===== src/rtl/fp16mult_arb_pkg.sv =====
// Shared types and the round-robin pick helper for the fp16mult arbiter.
package fp16mult_arb_pkg;

  localparam int FP16_W   = 16;
  localparam int ID_MAX_W = 4;

  typedef logic [FP16_W-1:0] fp16_t;

  typedef struct packed {
    logic [ID_MAX_W-1:0] id;
    fp16_t               data;
  } arb_entry_t;

  // Index of the first set bit searching from ptr+1, wrapping at n.
  // Returns ptr when nothing is set; callers gate on |valid.
  function automatic logic [ID_MAX_W-1:0] rr_pick(input logic [15:0]         valid,
                                                  input logic [ID_MAX_W-1:0] ptr,
                                                  input int                  n);
    logic [ID_MAX_W-1:0] win;
    logic                found;
    int                  idx;
    win   = ptr;
    found = 1'b0;
    for (int k = 1; k <= 16; k++) begin
      idx = (int'(ptr) + k) % n;
      if (k <= n && !found && valid[idx[3:0]]) begin
        win   = ID_MAX_W'(idx);
        found = 1'b1;
      end
    end
    return win;
  endfunction

endpackage


===== src/rtl/fp16mult.sv =====
// Fixed-latency fp16 multiplier: subnormal inputs/underflow give signed zero,
// Inf/NaN inputs and overflow give signed Inf, mantissa truncated.
module fp16mult
  import fp16mult_arb_pkg::*;
#(
  parameter int LATENCY = 2
) (
  input  logic  clk,
  input  logic  rst,
  input  fp16_t a,
  input  fp16_t b,
  output fp16_t x
);

  logic        s;
  logic [21:0] prod;
  logic [9:0]  mant;
  int          e;
  fp16_t       y;
  fp16_t       stage [LATENCY];

  always_comb begin
    s    = a[15] ^ b[15];
    prod = 22'({1'b1, a[9:0]}) * 22'({1'b1, b[9:0]});
    e    = int'(a[14:10]) + int'(b[14:10]) - 15;
    if (prod[21]) begin
      mant = prod[20:11];
      e    = e + 1;
    end else begin
      mant = prod[19:10];
    end
    if (a[14:10] == 5'h1f || b[14:10] == 5'h1f) y = {s, 5'h1f, 10'h000};
    else if (a[14:10] == 5'h00 || b[14:10] == 5'h00) y = {s, 15'h0000};
    else if (e >= 31) y = {s, 5'h1f, 10'h000};
    else if (e <= 0) y = {s, 15'h0000};
    else y = {s, e[4:0], mant};
  end

  always_ff @(posedge clk or negedge rst) begin
    if (!rst) begin
      for (int i = 0; i < LATENCY; i++) stage[i] <= '0;
    end else begin
      stage[0] <= y;
      for (int i = 1; i < LATENCY; i++) stage[i] <= stage[i-1];
    end
  end

  assign x = stage[LATENCY-1];

endmodule


===== src/rtl/fp16mult_arb_fifo.sv =====
// Result FIFO for the arbiter: registered storage, combinational head,
// extra pointer bit separates full from empty.
module fp16mult_arb_fifo
  import fp16mult_arb_pkg::*;
#(
  parameter  int DEPTH = 4,
  localparam int AW    = $clog2(DEPTH)
) (
  input  logic       clk,
  input  logic       rst,
  input  logic       push,
  input  arb_entry_t din,
  input  logic       pop,
  output arb_entry_t dout,
  output logic       empty,
  output logic [AW:0] count
);

  arb_entry_t  mem [DEPTH];
  logic [AW:0] wr_ptr;
  logic [AW:0] rd_ptr;
  logic        full;
  logic        do_push;
  logic        do_pop;

  assign empty   = (wr_ptr == rd_ptr);
  assign full    = (wr_ptr[AW] != rd_ptr[AW]) && (wr_ptr[AW-1:0] == rd_ptr[AW-1:0]);
  assign count   = wr_ptr - rd_ptr;
  assign dout    = mem[rd_ptr[AW-1:0]];
  assign do_pop  = pop && !empty;
  // When full, a push is only accepted alongside a pop that frees the slot.
  assign do_push = push && (!full || do_pop);

  always_ff @(posedge clk or negedge rst) begin
    if (!rst) begin
      wr_ptr <= '0;
      rd_ptr <= '0;
      for (int i = 0; i < DEPTH; i++) mem[i] <= '0;
    end else begin
      if (do_push) begin
        mem[wr_ptr[AW-1:0]] <= din;
        wr_ptr              <= wr_ptr + 1'b1;
      end
      if (do_pop) rd_ptr <= rd_ptr + 1'b1;
    end
  end

endmodule


===== src/rtl/fp16mult_arbiter.sv =====
// Round-robin sharing of one fp16mult among NREQ requesters with credit-based
// issue into a tagged result FIFO. FP16MULT_ARB_PRIO_EN adds prio_mask.
module fp16mult_arbiter
  import fp16mult_arb_pkg::*;
#(
  parameter int NREQ       = 4,
  parameter int LATENCY    = 2,
  parameter int FIFO_DEPTH = 4,
  parameter int IDW        = $clog2(NREQ)
) (
  input  logic                   clk,
  input  logic                   rst,
`ifdef FP16MULT_ARB_PRIO_EN
  input  logic [NREQ-1:0]        prio_mask,
`endif
  input  logic [NREQ-1:0]        req_valid,
  output logic [NREQ-1:0]        req_ready,
  input  logic [FP16_W*NREQ-1:0] req_a,
  input  logic [FP16_W*NREQ-1:0] req_b,
  output logic                   rsp_valid,
  input  logic                   rsp_ready,
  output logic [IDW-1:0]         rsp_id,
  output fp16_t                  rsp_data,
  output logic                   busy
);

  localparam int CW = $clog2(FIFO_DEPTH) + 1;

  logic                run;
  logic [IDW-1:0]      ptr;
  logic [IDW-1:0]      win;
  logic [NREQ-1:0]     eff_valid;
  logic [15:0]         v16;
  logic [ID_MAX_W-1:0] p4;
  logic [ID_MAX_W-1:0] w4;
  int                  used;
  logic                issue;
  fp16_t               mul_a;
  fp16_t               mul_b;
  fp16_t               mul_x;

  logic [LATENCY-1:0]  tag_v;
  logic [IDW-1:0]      tag_id [LATENCY];

  logic                fifo_pop;
  logic                fifo_empty;
  logic [CW-1:0]       fifo_count;
  arb_entry_t          fifo_din;
  arb_entry_t          fifo_dout;
  logic                unused_id_bits;

  always_comb begin
`ifdef FP16MULT_ARB_PRIO_EN
    eff_valid = (|(req_valid & prio_mask)) ? (req_valid & prio_mask) : req_valid;
`else
    eff_valid = req_valid;
`endif
  end

  // Slots already spoken for: in flight plus buffered, less a same-cycle pop.
  always_comb begin
    v16            = '0;
    v16[NREQ-1:0]  = eff_valid;
    p4             = '0;
    p4[IDW-1:0]    = ptr;
    w4             = rr_pick(v16, p4, NREQ);
    win            = w4[IDW-1:0];
    used           = int'(fifo_count) - int'(fifo_pop);
    for (int i = 0; i < LATENCY; i++) used = used + int'(tag_v[i]);
    issue          = run && (used < FIFO_DEPTH) && (|eff_valid);
    req_ready      = '0;
    mul_a          = '0;
    mul_b          = '0;
    if (issue) begin
      req_ready[win] = 1'b1;
      mul_a          = req_a[win*FP16_W +: FP16_W];
      mul_b          = req_b[win*FP16_W +: FP16_W];
    end
  end

  // run keeps req_ready low while reset is asserted.
  always_ff @(posedge clk or negedge rst) begin
    if (!rst) begin
      run   <= 1'b0;
      ptr   <= IDW'(NREQ - 1);
      tag_v <= '0;
      for (int i = 0; i < LATENCY; i++) tag_id[i] <= '0;
    end else begin
      run       <= 1'b1;
      if (issue) ptr <= win;
      tag_v[0]  <= issue;
      tag_id[0] <= win;
      for (int i = 1; i < LATENCY; i++) begin
        tag_v[i]  <= tag_v[i-1];
        tag_id[i] <= tag_id[i-1];
      end
    end
  end

  fp16mult #(
    .LATENCY (LATENCY)
  ) u_mul (
    .clk (clk),
    .rst (rst),
    .a   (mul_a),
    .b   (mul_b),
    .x   (mul_x)
  );

  always_comb begin
    fifo_din              = '0;
    fifo_din.id[IDW-1:0]  = tag_id[LATENCY-1];
    fifo_din.data         = mul_x;
  end

  assign fifo_pop = rsp_valid && rsp_ready;

  fp16mult_arb_fifo #(
    .DEPTH (FIFO_DEPTH)
  ) u_fifo (
    .clk   (clk),
    .rst   (rst),
    .push  (tag_v[LATENCY-1]),
    .din   (fifo_din),
    .pop   (fifo_pop),
    .dout  (fifo_dout),
    .empty (fifo_empty),
    .count (fifo_count)
  );

  assign rsp_valid      = !fifo_empty;
  assign rsp_id         = fifo_dout.id[IDW-1:0];
  assign rsp_data       = fifo_dout.data;
  assign busy           = (|tag_v) || !fifo_empty;
  assign unused_id_bits = ^fifo_dout.id;

endmodule


===== config.mk =====
export PLATFORM = sky130hd
export DESIGN_NAME = fp16mult_arbiter
export DESIGN_NICKNAME = d
export VERILOG_FILES = /design/src/rtl/fp16mult_arb_pkg.sv /design/src/rtl/fp16mult.sv /design/src/rtl/fp16mult_arb_fifo.sv /design/src/rtl/fp16mult_arbiter.sv
export SDC_FILE = /design/constraint.sdc
export NUM_CORES = 1
export LEC_CHECK = 0
export CAP_MARGIN = 10
export CORE_ASPECT_RATIO = 1.4
export CORE_MARGIN = 2
export CORE_UTILIZATION = 55
export CTS_BUF_LIST = sky130_fd_sc_hd__clkbuf_16
export CTS_CLUSTER_DIAMETER = 30
export DETAILED_ROUTE_END_ITERATION = 12
export DONT_BUFFER_PORTS = 1
export GPL_TIMING_DRIVEN = 0
export PLACE_DENSITY = 0.76
export SYNTH_ARGS = -nofsm -noshare
export SYNTH_HDL_FRONTEND = slang
export SYNTH_SLANG_ARGS = --single-unit
export TNS_END_PERCENT = 50

===== constraint.sdc =====
create_clock -name clk -period 28.4 [get_ports clk]
set_input_delay 2.84 -clock clk [delete_from_list [all_inputs] [get_ports clk]]
set_output_delay 2.84 -clock clk [all_outputs]
set_load 0.02 [all_outputs]

# After elaboration in Yosys (flattened, before gate mapping)
# Cells that the tools add are included.
# word_totals
output_inout_bits	24
ff_bits	127
# op_classes
add_sub_neg	13
mux	32
reduce_logical	28
n_lt_le_gt_ge	12
mul	1
shifts	2
bitwise	7
eq_ne	5
# ops
op	count
indexed part select 64 x 7 -> 16 bit	2
bitwise mux 80 bit	1
two-way mux 15 bit	4
binary-select mux 20 bit (select 2 bit)	1
demux 20 bit (select 2 bit)	1
two-way mux 18 bit	2
adder 32 x 2 -> 32 bit, second input constant	1
>= comparator 32 x 6 -> 1 bit, second input constant	1
less-or-equal comparator 32 x 1 -> 1 bit, second input constant	1
two-way mux 16 bit	2
two-way mux 32 bit	1
subtractor 32 x 5 -> 32 bit, second input constant	1
multiplier 11 x 11 -> 22 bit	1
less-than comparator 4 x 5 -> 1 bit, second input constant	4
two-way mux 20 bit	1
binary-select mux 1 bit (select 3 bit)	4
logical AND 1 bit	11
== test 5 bit, second input constant	2
zero test 5 bit	2
two-way mux 10 bit	1
OR reduction 2 bit	5
two-way mux 1 bit	8
two-way mux 2 bit	4
adder 3 x 1 -> 3 bit, second input constant	2
23 further kinds	37

# Longest topological paths before layout
# Gate-level depths: netlist (run 1).
# logic_depth
word_depth	26
ltp_mapped	44

# Hierarchy
# From an unflattened synthesis (run 1), not the netlist that was laid out.
# unflattened
hier_cells	1072
area_unflattened_um2	11464.7
# by_module_without_submodules
mod	n_inst	area_each_um2	cells_each	seq_area_each_um2
fp16mult	1	5640.4	620	800.8
fp16mult_arb_fifo	1	4165.2	234	2152.1
fp16mult_arbiter	1	1659.1	218	227.7

# Worst setup path before layout (run 1)
# OpenSTA, ideal clock, no wires.
# synth_path
kind	input -> register
from	input port rsp_ready
to	register u_mul.stage[25] in the netlist's numbering
arrival_time_ns	11.315
n_path_buf	3
cell_stages	37
slack_ns	16.989
setup_ns	0.096
cell_sequence	nand2_1 inv_1 ha_1 ha_1 xnor2_1 xnor2_1 or2_2 nand2b_1 ha_1 nor4b_1 a31oi_1 nor2_1 o21ai_1 inv_1 clkbuf_1 clkbuf_1 nand4_1 fa_1 inv_1 fa_1 fa_1 fa_1 inv_1 fa_1 inv_1 ha_1 a21o_1 a21o_1 a211o_1 a41oi_1 o21ai_4 o21ai_4 mux2i_1 nor2_1 or4_1 buf_2 nor4_2
# synth_between
elab_chain_cells	17
word_cells_on_any_way	27
cone_classes	add/sub (6); mul (1); order compare (3); eq/ne (2); mux (8); reduce/logical (7)
# synth_rtl
item	line_no	source
start, declared	fp16mult_arbiter.sv:21	input logic rsp_ready,
logical AND 1 bit *	fp16mult_arbiter.sv:116	assign fifo_pop = rsp_valid && rsp_ready;
subtractor 3 x 1 -> 4 bit *	fp16mult_arbiter.sv:68	used = int'(fifo_count) - int'(fifo_pop);
adder 4 x 2 -> 5 bit *	fp16mult_arbiter.sv:69	for (int i = 0; i < LATENCY; i++) used = used + int'(tag_v[i]);
adder 5 x 2 -> 6 bit *	fp16mult_arbiter.sv:69	
less-than comparator 6 x 4 -> 1 bit *	fp16mult_arbiter.sv:70	issue = run && (used < FIFO_DEPTH) && (|eff_valid);
logical AND 1 bit * (2 in series)	fp16mult_arbiter.sv:70	
via issue	fp16mult_arbiter.sv:37	logic issue;
two-way mux 16 bit	fp16mult_arbiter.sv:74	if (issue) begin
[... 2 more ...]	-	
adder 32 x 2 -> 32 bit	fp16mult.sv:28	e = e + 1;
two-way mux 32 bit	fp16mult.sv:26	if (prod[21]) begin
less-or-equal comparator 32 x 1 -> 1 bit	fp16mult.sv:35	else if (e <= 0) y = {s, 15'h0000};
two-way mux 15 bit	fp16mult.sv:35	
two-way mux 15 bit	fp16mult.sv:34	else if (e >= 31) y = {s, 5'h1f, 10'h000};
two-way mux 15 bit	fp16mult.sv:33	else if (a[14:10] == 5'h00 || b[14:10] == 5'h00) y = {s, 15'h0000};
two-way mux 15 bit *	fp16mult.sv:32	if (a[14:10] == 5'h1f || b[14:10] == 5'h1f) y = {s, 5'h1f, 10'h000};
via u_mul.y[9]	fp16mult.sv:19	fp16_t y;
end, declared	fp16mult.sv:20	fp16_t stage [LATENCY];
# The timed path passes the listed nets; every way through them passes the cells marked *.
# A chain may end at the register's enable or synchronous reset.

# Worst setup path in the final report (run 1)
# layout_path
from	input port req_valid[1]
to	register u_mul.stage[25] in the netlist's numbering
# layout_between
elab_chain_cells	23
word_cells_on_any_way	45
cone_classes	add/sub (3); mul (1); order compare (2); eq/ne (2); shift (2); mux (23); reduce/logical (12)
# layout_rtl
item	line_no	source
start, declared	fp16mult_arbiter.sv:16	input logic [NREQ-1:0] req_valid,
binary-select mux 1 bit (select 3 bit)	fp16mult_arb_pkg.sv:26	if (k <= n && !found && valid[idx[3:0]]) begin
two-way mux 1 bit (not written as such)	fp16mult_arb_pkg.sv:26	
two-way mux 1 bit	fp16mult_arb_pkg.sv:26	
zero test 1 bit	fp16mult_arb_pkg.sv:26	
logical AND 1 bit	fp16mult_arb_pkg.sv:26	
two-way mux 1 bit	fp16mult_arb_pkg.sv:26	
zero test 1 bit	fp16mult_arb_pkg.sv:26	
logical AND 1 bit	fp16mult_arb_pkg.sv:26	
[... 4 more ...]	-	
via w4[0]	fp16mult_arbiter.sv:35	logic [ID_MAX_W-1:0] w4;
[... 4 more ...]	-	
adder 32 x 2 -> 32 bit	fp16mult.sv:28	
two-way mux 32 bit	fp16mult.sv:26	
less-or-equal comparator 32 x 1 -> 1 bit	fp16mult.sv:35	
two-way mux 15 bit	fp16mult.sv:35	
two-way mux 15 bit	fp16mult.sv:34	
two-way mux 15 bit	fp16mult.sv:33	
two-way mux 15 bit *	fp16mult.sv:32	
via u_mul.y[9]	fp16mult.sv:19	
# The timed path passes the listed nets; every way through them passes the cells marked *. The select of a mux whose other input is x is not followed.

==> results.md, run 1 <==
- Clk slew on worst S/H paths: 0.05 ns
- Min-Delay Endpoint: u_mul.x[3]
- Hold_buf cts: 0
- Average instance area after synthesis: 10.4 sq um
- CTS sink count: 119
- Die area: just over 20000 sq um
- Worst-Margin Slew: between 1 and 1.5 ns
- Final min period: 12.40 ns
- Post-Syn Area: 10700 sq um
- Final critical-path share of the clock period: 43.7%
- Final Core Density: 60.5%
- Share of cells above drive strength 1: 17.0%
- WHS Path Cells: 0
- Number of DRC markers in iteration 0: 369
- Final setup TNS: 0 ns
- Largest net degree at the start of global routing: 120
- Clk_skew: 0.0129 ns
- Core Rows: 60
- Async SR Flop Fraction: 100%
- Slew margin rel.: 30.2%
- Detailed Route WL: 25700 microns
- Max Cap Viol: 0
- Resize count post-CTS: 0
- Vias in the first global route: 8252
- Post-Layout Inst Area: 11600 sq um
- Ports: 159
- Root Driver: clkbuf_16
- Syn_nets: about 1300
- Synth area leaders: dfrtp_1 27%, fa_1 15%, ha_1 9.6%, mux2_2 9.1%, mux4_2 5.5%
- Drt wl/cell: 19.6 microns
- Routed vias/inst: 5.86
- Area grow syn2layout: 8.35%
- Core Box Area: approximately 19000 sq um
- Clk Latency, worst-skew pair: 0.40 ns
- Worst flop-to-flop path startpoint: u_fifo.rd_ptr[1]
- CTS tree: built
- Synth warn: 0
- First-pass GRT wire length: 40900 microns
- Status: finished clean
- CP dominant cell by count: fa_1
- Synth Flop Type: dfrtp_1
- Port bufs: 0
- PnR worst setup slack: 16.00 ns
- Deepest clock path buffer count: 2
- DR vias: a little under 8000
- WS Path Type: in -> reg
- Global route overflow: 0
- Crit. End Element: flip-flop
- DP HPWL: 20500 microns
- # Post-CTS Setup Buffers: 0
- Crit Path Max Fanout: 10
- RSZ-0062 raised after global routing: false
- Reg2Reg Depth: 42
- Hold Fails Final Rpt: 0
- Yosys top cell area share: 27.4%
- Dpl ws: 15.55 ns
- Die Width: approximately 120 microns
- Cells after Synth: between 1000 and 1500
- CP peak stage delay: around 0.66 ns
- H-tree levels: 4
- Cts bufs inserted: 17
- Post-synth cell types: 67
- Number of synthesized flops with an enable pin: 0
- Hold WC Path Type: reg -> reg
- Setup violators final: 0
- Placed cell areas: 11000 sq um
- Critical Path RT: 28.70 ns
- FF-to-FF End: u_mul.stage[25]
- Area leader, netlist: dfrtp_1
- Initial Util: between 50% and 60%
- Initial antenna violation count: 3
- Crit-path slowest cell: a221oi_4
- FF-to-FF setup slack: 16.04 ns
- Hold path start: u_mul.stage[19]
- Number of detailed-route iterations in the first pass: 5
- Seq cells post-synth: 119
- Register area share after synthesis: 27.9%
- Residual DRC: 0
- GRT Overall Usage: about 26%
- Die Y-Extent: 169 microns
- Fin. max-slew vios: 0
- Arr. time, crit path: roughly 13 ns
- Routability congestion estimate: 0.992
- Post-DRT Antenna Nets: 0
- Worst Setup Start Kind: input port
- # nets final: approximately 1300
- Fmax: 0.0806 GHz
placed cells by master (no fill, tap or decap), types with 14 or more instances in the layout:
master / n
nand2_1: 77
xnor2_1: 21
fa_1: 81
nor3_1: 14
clkbuf_1: 29
a21oi_1: 15
dfrtp_1: 117
mux2i_1: 23
mux4_2: 26
ha_1: 82
inv_1: 137
o21ai_0: 29
mux2_2: 86
nor2_1: 90
clkbuf_16: 17
or3_1: 22
or2_2: 19
worst max-delay path: cells and delay by family:
kind                       cells  cell delay (ns)
muxes                          1             0.35
and+or+nand+nor                7             1.93
buffers and inverters          8             1.99
AOI/OAI and AO/OA              9             2.69
adders and majority gates      6             2.87
synthesized netlist by cell type, types with 2 or more instances:
| cell | n |
|---|---|
| nor4b_1 | 2 |
| and3_1 | 11 |
| a211o_1 | 2 |
| or4b_2 | 2 |
| clkbuf_1 | 29 |
| dfrtp_1 | 117 |
| mux2_2 | 86 |
| buf_2 | 3 |
| buf_1 | 2 |
| o21a_1 | 6 |
| a211oi_1 | 4 |
| nor2b_1 | 5 |
| nand3_1 | 13 |
| xnor3_1 | 2 |
| mux4_1 | 4 |
| o21bai_1 | 5 |
| or3_1 | 22 |
| dfstp_2 | 2 |
| nand4_1 | 10 |
| o22ai_1 | 2 |
| nand2b_1 | 10 |
| nand2_1 | 77 |
| mux4_2 | 26 |
| a21oi_1 | 15 |
| mux2i_1 | 23 |
| o211a_1 | 3 |
| nor2_1 | 90 |
| a31oi_1 | 10 |
| o21ai_1 | 6 |
| xnor2_2 | 2 |
| xor2_1 | 6 |
| a21o_1 | 10 |
| xnor2_1 | 21 |
| or2_2 | 19 |
| and2_1 | 11 |
| o21ai_4 | 2 |
| nor3_1 | 14 |
| ha_1 | 82 |
| o21ai_0 | 29 |
| inv_1 | 136 |
| fa_1 | 81 |
| and4_1 | 2 |
stage by stage:
step                      instances  hold slack, ns
after global placement         1277           0.332
after global routing           1310           0.349
after detailed placement       1277           0.335
after CTS                      1309           0.343
final                          1310           0.343
after floorplan                1029           0.331
worst max-delay path by stage:
stage,to,cells after the start,start,slack (ns)
floorplan,u_mul.stage[25],37,rsp_ready,16.99
global route,u_mul.stage[25],42,u_fifo.rd_ptr[1],15.28
finish,u_mul.stage[25],31,req_valid[1],16.00
global placement,u_mul.stage[25],37,rsp_ready,15.72
CTS,u_mul.stage[25],42,u_fifo.rd_ptr[1],15.96
detailed placement,u_mul.stage[25],31,req_valid[1],15.55
state kept, by name, indices dropped and copies added (netlist names), 3 cells and up:
name,count
u_fifo.wr_ptr,3
u_mul.stage,16
u_mul.x,16
u_fifo.mem,72
u_fifo.rd_ptr,3
logic make-up (layout without fill, tap and decap cells):
family | count (synthesis) | after routing | synth area share, %
multiplexers | 139 | 139 | 17.7
XOR/XNOR | 31 | 31 | 2.94
AND/OR/NAND/NOR | 295 | 295 | 13.5
adder cells (fa/ha/maj) | 163 | 163 | 24.8
flip-flops | 119 | 119 | 27.9
buffers and inverters | 171 | 203 | 6.08
other | 1 | 2 | 0.0351
AO/OA/AOI/OAI | 110 | 110 | 7.06
layout make-up:
| cell class | count | area (sq um) |
|---|---|---|
| Clock buffer | 17 | 425 |
| Antenna cell | 1 | 2.50 |
| Fill cell | 1592 | 7570 |
| Multi-Input combinational cell | 739 | 7050 |
| Buffer | 35 | 139 |
| Clock inverter | 15 | 154 |
| Inverter | 136 | 510 |
| Sequential cell | 119 | 2980 |
| Tap cell | 248 | 310 |
layer usage:
layer  global-route usage [%]  vias up  routed length [microns]
met5                        0        -                       21
met4                     13.9        4                     1300
met3                     4.92       75                     1280
met2                     47.5      287                    13800
met1                     27.5     3777                     9280
li1                         -     3540                        -
Power of run 1 is not shown: default switching activity piles up to over one toggle a cycle in this logic, so the estimate is an artifact.
==> run 2: changes to the inputs <==
--- a/config.mk
+++ b/config.mk
@@ -14,7 +14,7 @@
 export DETAILED_ROUTE_END_ITERATION = 12
 export DONT_BUFFER_PORTS = 1
 export GPL_TIMING_DRIVEN = 0
-export PLACE_DENSITY = 0.76
+export PLACE_DENSITY = 0.79
 export SYNTH_ARGS = -nofsm -noshare
 export SYNTH_HDL_FRONTEND = slang
 export SYNTH_SLANG_ARGS = --single-unit
==> constraint.sdc (replaced) <==
create_clock -name clk -period 10.2 [get_ports clk]
set_input_delay 1.02 -clock clk [delete_from_list [all_inputs] [get_ports clk]]
set_output_delay 1.02 -clock clk [all_outputs]
set_load 0.02 [all_outputs]
==> run 2 against run 1 <==
  * Worst setup slack worse by 16 ns
  * Worst hold slack worse by 0.030 ns
  * Global-route usage is 0.088 points lower
  * Register-to-register slack worse by 16 ns
  * Utilization is 1.4 points higher
  * Critical path type is now reg -> reg
==> results.md, run 2 (synthesis results as in run 1) <==
- Critical Path RT: 10.49 ns
- Crit-path slowest cell: or4_4
- RSZ-0062 raised after global routing: false
- CTS tree: built
- Clk Latency, worst-skew pair: 0.40 ns
- Core Rows: 60
- DR vias: 7807
- H-tree levels: 4
- Die area: 20600 sq um
- CTS sink count: about 120
- FF-to-FF End: u_mul.stage[25]
- FF-to-FF setup slack: 0.40 ns
- Most common cell after layout, fill and taps aside: inv_1
- Filler cells: 1522
- Worst-Margin Slew: 1.11 ns
- Final critical-path share of the clock period: 96.1%
- Initial antenna violation count: 2
- Worst flop-to-flop path startpoint: u_fifo.rd_ptr[1]
- Final setup TNS: 0 ns
- Vias in the first global route: 8193
- Port bufs: 0
- Hold WC Path Type: in -> async
- Die Width: 122 microns
- Crit. End Element: flip-flop
- Initial Util: 55.8%
- Detailed Route WL: 26100 microns
- Max Cap Viol: 0
- Hold Fails Final Rpt: 0
- GRT Overall Usage: 25.7%
- Max reg flops: 72
- Final Core Density: between 60 and 70%
- Largest net degree at the start of global routing: 120
- Slew margin rel.: between 20% and 30%
- Top reg by flops: u_fifo.mem
- Deepest clock path buffer count: 2
- Die Y-Extent: about 170 microns
- Clk slew on worst S/H paths: around 0.05 ns
- WS Path Type: reg -> reg
- Post-DRT Antenna Nets: 0
- FF+latch area: 2980 sq um
- Number of DRC markers in iteration 0: ~390
- First-pass GRT wire length: 41100 microns
- Area of the multi-input gates: just over 7000 sq um
- Ports: roughly 160
- Status: finished clean
- Cts bufs inserted: 17
- Fmax: a little over 0.1 GHz
- Core Box Area: 19100 sq um
- Most frequent cells in the layout: 139 x inv_1, 117 x dfrtp_1, 87 x nor2_1
- # nets final: ~1400
- Reg2Reg Depth: 40
- Routed vias/inst: roughly 5.9
- CP peak stage delay: between 0.5 and 0.6 ns
- Global route overflow: 0
- Worst Setup Start Kind: flip-flop
- Area grow syn2layout: 10.8%
- Fin. max-slew vios: 0
- Kind of cell adding the most delay to the critical path: adder cells
- Residual DRC: 0
- Routability congestion estimate: 1.00
- Setup violators final: 0
- Arr. time, crit path: 10.09 ns
- Buf/Inv on CP: 9
- Share of cells above drive strength 1: just over 20%
- Root Driver: clkbuf_16
- Number of detailed-route iterations in the first pass: 5
- Crit Path Max Fanout: 11
- Final min period: 9.80 ns
- DP HPWL: 20400 microns
- Drt wl/cell: 19.8 microns
- Clk_skew: roughly 0.011 ns
-- run 2: cell types whose count changed in the layout (fill, tap and decap cells not counted), sizes merged --
cell      previous run  this run
buf                  6        19
bufinv               2         1
clkbuf              46        40
clkinvlp             3         4
diode                1         2
or4                  1         2
-- run 2: worst max path at each step --
stage | start | end | slack, ns | cells after the start
6_report | u_fifo.rd_ptr[1] | u_mul.stage[25] | 0.40 | 40
5_1_grt | u_fifo.rd_ptr[1] | u_mul.stage[25] | 0.005 | 40
4_1_cts | u_fifo.rd_ptr[1] | u_mul.stage[25] | 0.07 | 41
3_5_place_dp | u_fifo.rd_ptr[1] | u_mul.stage[25] | -1.65 | 42
3_3_place_gp | u_fifo.rd_ptr[1] | u_mul.stage[25] | -1.72 | 42
2_1_floorplan | u_fifo.rd_ptr[1] | u_mul.stage[25] | 0.10 | 42
-- run 2: area by class of cell --
| class | count | share of cell area (%) |
|---|---|---|
| antenna | 2 | 0.0423 |
| tap | 248 | 2.62 |
| buffer | 28 | 1.13 |
| timing repair buffer | 14 | 0.951 |
| clock buffer | 17 | 3.59 |
| clock inverter | 15 | 0.835 |
| multi-input combinational | 740 | 61.3 |
| inverter | 136 | 4.34 |
| sequential | 119 | 25.2 |
-- run 2: per-layer routing --
metal  GRT usage, %  wire (microns)
met1           28.6            9300
met2           48.7           14500
met3           3.74            1400
met4           9.95             964
met5              0               0
-- run 2: metrics by stage --
step / worst slack [ns] / hold WS, ns / cells / cell area, sq um
2_1_floorplan: 0.101 / 0.331 / 1029 / 10700
3_3_place_gp: -1.72 / 0.332 / 1277 / 11000
3_5_place_dp: -1.65 / 0.335 / 1277 / 11000
4_1_cts: 0.0711 / 0.296 / 1314 / 11700
5_1_grt: 0.00536 / 0.289 / 1319 / 11800
6_report: 0.401 / 0.313 / 1319 / 11800
-- run 2: what timing repair did --
| item | 4_1_cts | 5_1_grt |
|---|---|---|
| hold buffers | 0 | 0 |
| gates resized for setup | 28 | 21 |
| pin swaps | 3 | 12 |
| setup endpoints to repair | 15 | 15 |
| cloned | 0 | 1 |
| hold endpoints to repair | 0 | 0 |
| buffers inserted | 8 | 6 |
Power of run 2 is left out for the same reason.
==> run 3: changes to the inputs <==
--- a/config.mk
+++ b/config.mk
@@ -6,16 +6,16 @@
 export NUM_CORES = 1
 export LEC_CHECK = 0
 export CAP_MARGIN = 10
-export CORE_ASPECT_RATIO = 1.4
+export CORE_ASPECT_RATIO = 1.5
 export CORE_MARGIN = 2
-export CORE_UTILIZATION = 55
+export CORE_UTILIZATION = 50
 export CTS_BUF_LIST = sky130_fd_sc_hd__clkbuf_16
 export CTS_CLUSTER_DIAMETER = 30
 export DETAILED_ROUTE_END_ITERATION = 12
 export DONT_BUFFER_PORTS = 1
 export GPL_TIMING_DRIVEN = 0
-export PLACE_DENSITY = 0.79
+export PLACE_DENSITY = 0.74
 export SYNTH_ARGS = -nofsm -noshare
 export SYNTH_HDL_FRONTEND = slang
 export SYNTH_SLANG_ARGS = --single-unit
-export TNS_END_PERCENT = 50
+export TNS_END_PERCENT = 20
==> run 3 against run 2 <==
  * Register-to-register slack got worse by 0.05 ns
  * Count of clock-buffer cells in the layout unchanged
  * Cell area increased by 0.68%
  * Via count decreased by 0.26%
  * Worst hold slack got worse by 0.0051 ns
  * Clock skew increased by 0.0023 ns
  * Global-route usage decreased by 1.8 points
  * Worst setup slack got worse by 0.045 ns
  * Critical path depth increased by 1
  * Highest routed layer unchanged
==> results.md, run 3 (synthesis results as in run 1) <==
- Clk_skew: 0.0128 ns
- CTS sink count: roughly 120
- GRT Overall Usage: 24.0%
- Max Cap Viol: 0
- Global route overflow: 0
- First-pass GRT wire length: 41600 microns
- Hold_buf cts: 0
- Die Y-Extent: 183 microns
- H-tree levels: 4
- Initial Util: 50.9%
- Area grow syn2layout: 11.6%
- Hold WC Path Type: in -> async
- Crit Path Max Fanout: 10
- # nets final: around 1400
- Largest net degree at the start of global routing: 120
- Most frequent cells in the layout: 135 x inv_1, 117 x dfrtp_1, 87 x nor2_1
- Layout Cells excl Fill: 1339
- Detailed Route WL: around 26000 microns
- Initial antenna violation count: 2
- CP peak stage delay: between 0.5 and 0.6 ns
- Hold Fails Final Rpt: 0
- Setup violators final: 0
- Post-DRT Antenna Nets: 0
- GRT met1 Usage: between 20% and 30%
- Core Box Area: 21000 sq um
- Top reg by flops: u_fifo.mem
- Worst Setup Start Kind: flip-flop
- Clk Latency, worst-skew pair: 0.40 ns
- Final min period: just under 10 ns
- Filler cells: ~1800
- GR Util met2: 43.6%
- Most common cell after layout, fill and taps aside: inv_1
- Slew margin rel.: 27.4%
- Critical Path RT: 10.49 ns
- Residual DRC: 0
- Worst-Margin Slew: approximately 1.1 ns
- Die Width: 123 microns
- Crit. End Element: flip-flop
- Final critical-path share of the clock period: 96.5%
- Fin. max-slew vios: 0
- Routability congestion estimate: 1.05
- Deepest clock path buffer count: 2
- Number of DRC markers in iteration 0: roughly 340
- Max reg flops: 72
- Fmax: slightly above 0.1 GHz
- Gr busiest metal: met2
- Routed vias/inst: 5.82
- Vias in the first global route: between 8000 and 9000
- Status: finished clean
- Met3 Use GR: 2.99%
- Core Rows: 65
- WS Path Type: reg -> reg
- Die area: 22600 sq um
- Share of cells above drive strength 1: 20.7%
- Number of detailed-route iterations in the first pass: 5
- Root Driver: clkbuf_16
- Crit-path slowest cell: fa_1
- Cts bufs inserted: 17
- CTS tree: built
- DR vias: 7787
- Drt wl/cell: 19.8 microns
- Placed Cells: ~1300
- DP HPWL: 21200 microns
- Port bufs: 0
- Ports: around 160
- Arr. time, crit path: 10.14 ns
- Clk slew on worst S/H paths: around 0.06 ns
[run 3: routing by layer]
layer	part of all wire (%)	up-vias
met1	37	3884
met3	3.9	76
met2	54	263
met4	5.2	0
met5	0	-
li1	-	3564
[run 3: final timing paths]
kind	startpoint	slack, ns	depth (start not counted)	to
max	u_fifo.rd_ptr[1]	0.36	41	u_mul.stage[25]
max in group asynchronous	rst	9.62	0	ptr[1]
min	rst	0.31	0	u_fifo.mem[63]
min in group clk	u_mul.stage[21]	0.35	0	u_mul.x[5]
max reg2reg	u_fifo.rd_ptr[1]	0.36	41	u_mul.stage[25]
min reg2reg	u_mul.stage[21]	0.35	0	u_mul.x[5]
[run 3: layout make-up]
class                           count  area [sq um]  share of cell area, %
Tap cell                          268           335                   2.81
Clock inverter                     15           179                   1.50
Inverter                          136           513                   4.30
Antenna cell                        2          5.00                 0.0420
Multi-Input combinational cell    739          7230                   60.6
Clock buffer                       17           425                   3.57
Timing Repair Buffer               14           105                  0.882
Sequential cell                   119          2980                   25.0
Buffer                             29           149                   1.25
[run 3: timing repair]
item | 4_1_cts | 5_1_grt
pin swaps | 3 | 10
setup endpoints to repair | 15 | 15
buffers inserted | 6 | 8
gates resized for setup | 28 | 20
[run 3: per-stage QoR]
step	TNS, ns	area, sq um	hold slack, ns	util, %	setup WS [ns]
finish	0	11900	0.308	56.8	0.356
global route	-0.144	11900	0.280	56.8	-0.0659
CTS	0	11800	0.287	56.2	0.0280
detailed placement	-23.00	11000	0.337	52.5	-1.84
global placement	-22.33	11000	0.333	52.5	-1.79
floorplan	0	10700	0.331	-	0.101
[run 3: worst max-delay path, delay by kind of cell (launching register included)]
family / cells / cell delay, ns
adders and majority gates: 10 / 3.76
and+or+nand+nor: 9 / 2.31
xor gates and xnor gates: 2 / 0.30
DFF: 1 / 0.40
buffers and inverters: 10 / 1.10
AOI/OAI and AO/OA: 9 / 1.61
muxes: 1 / 0.27
Power of run 3 is left out for the same reason.
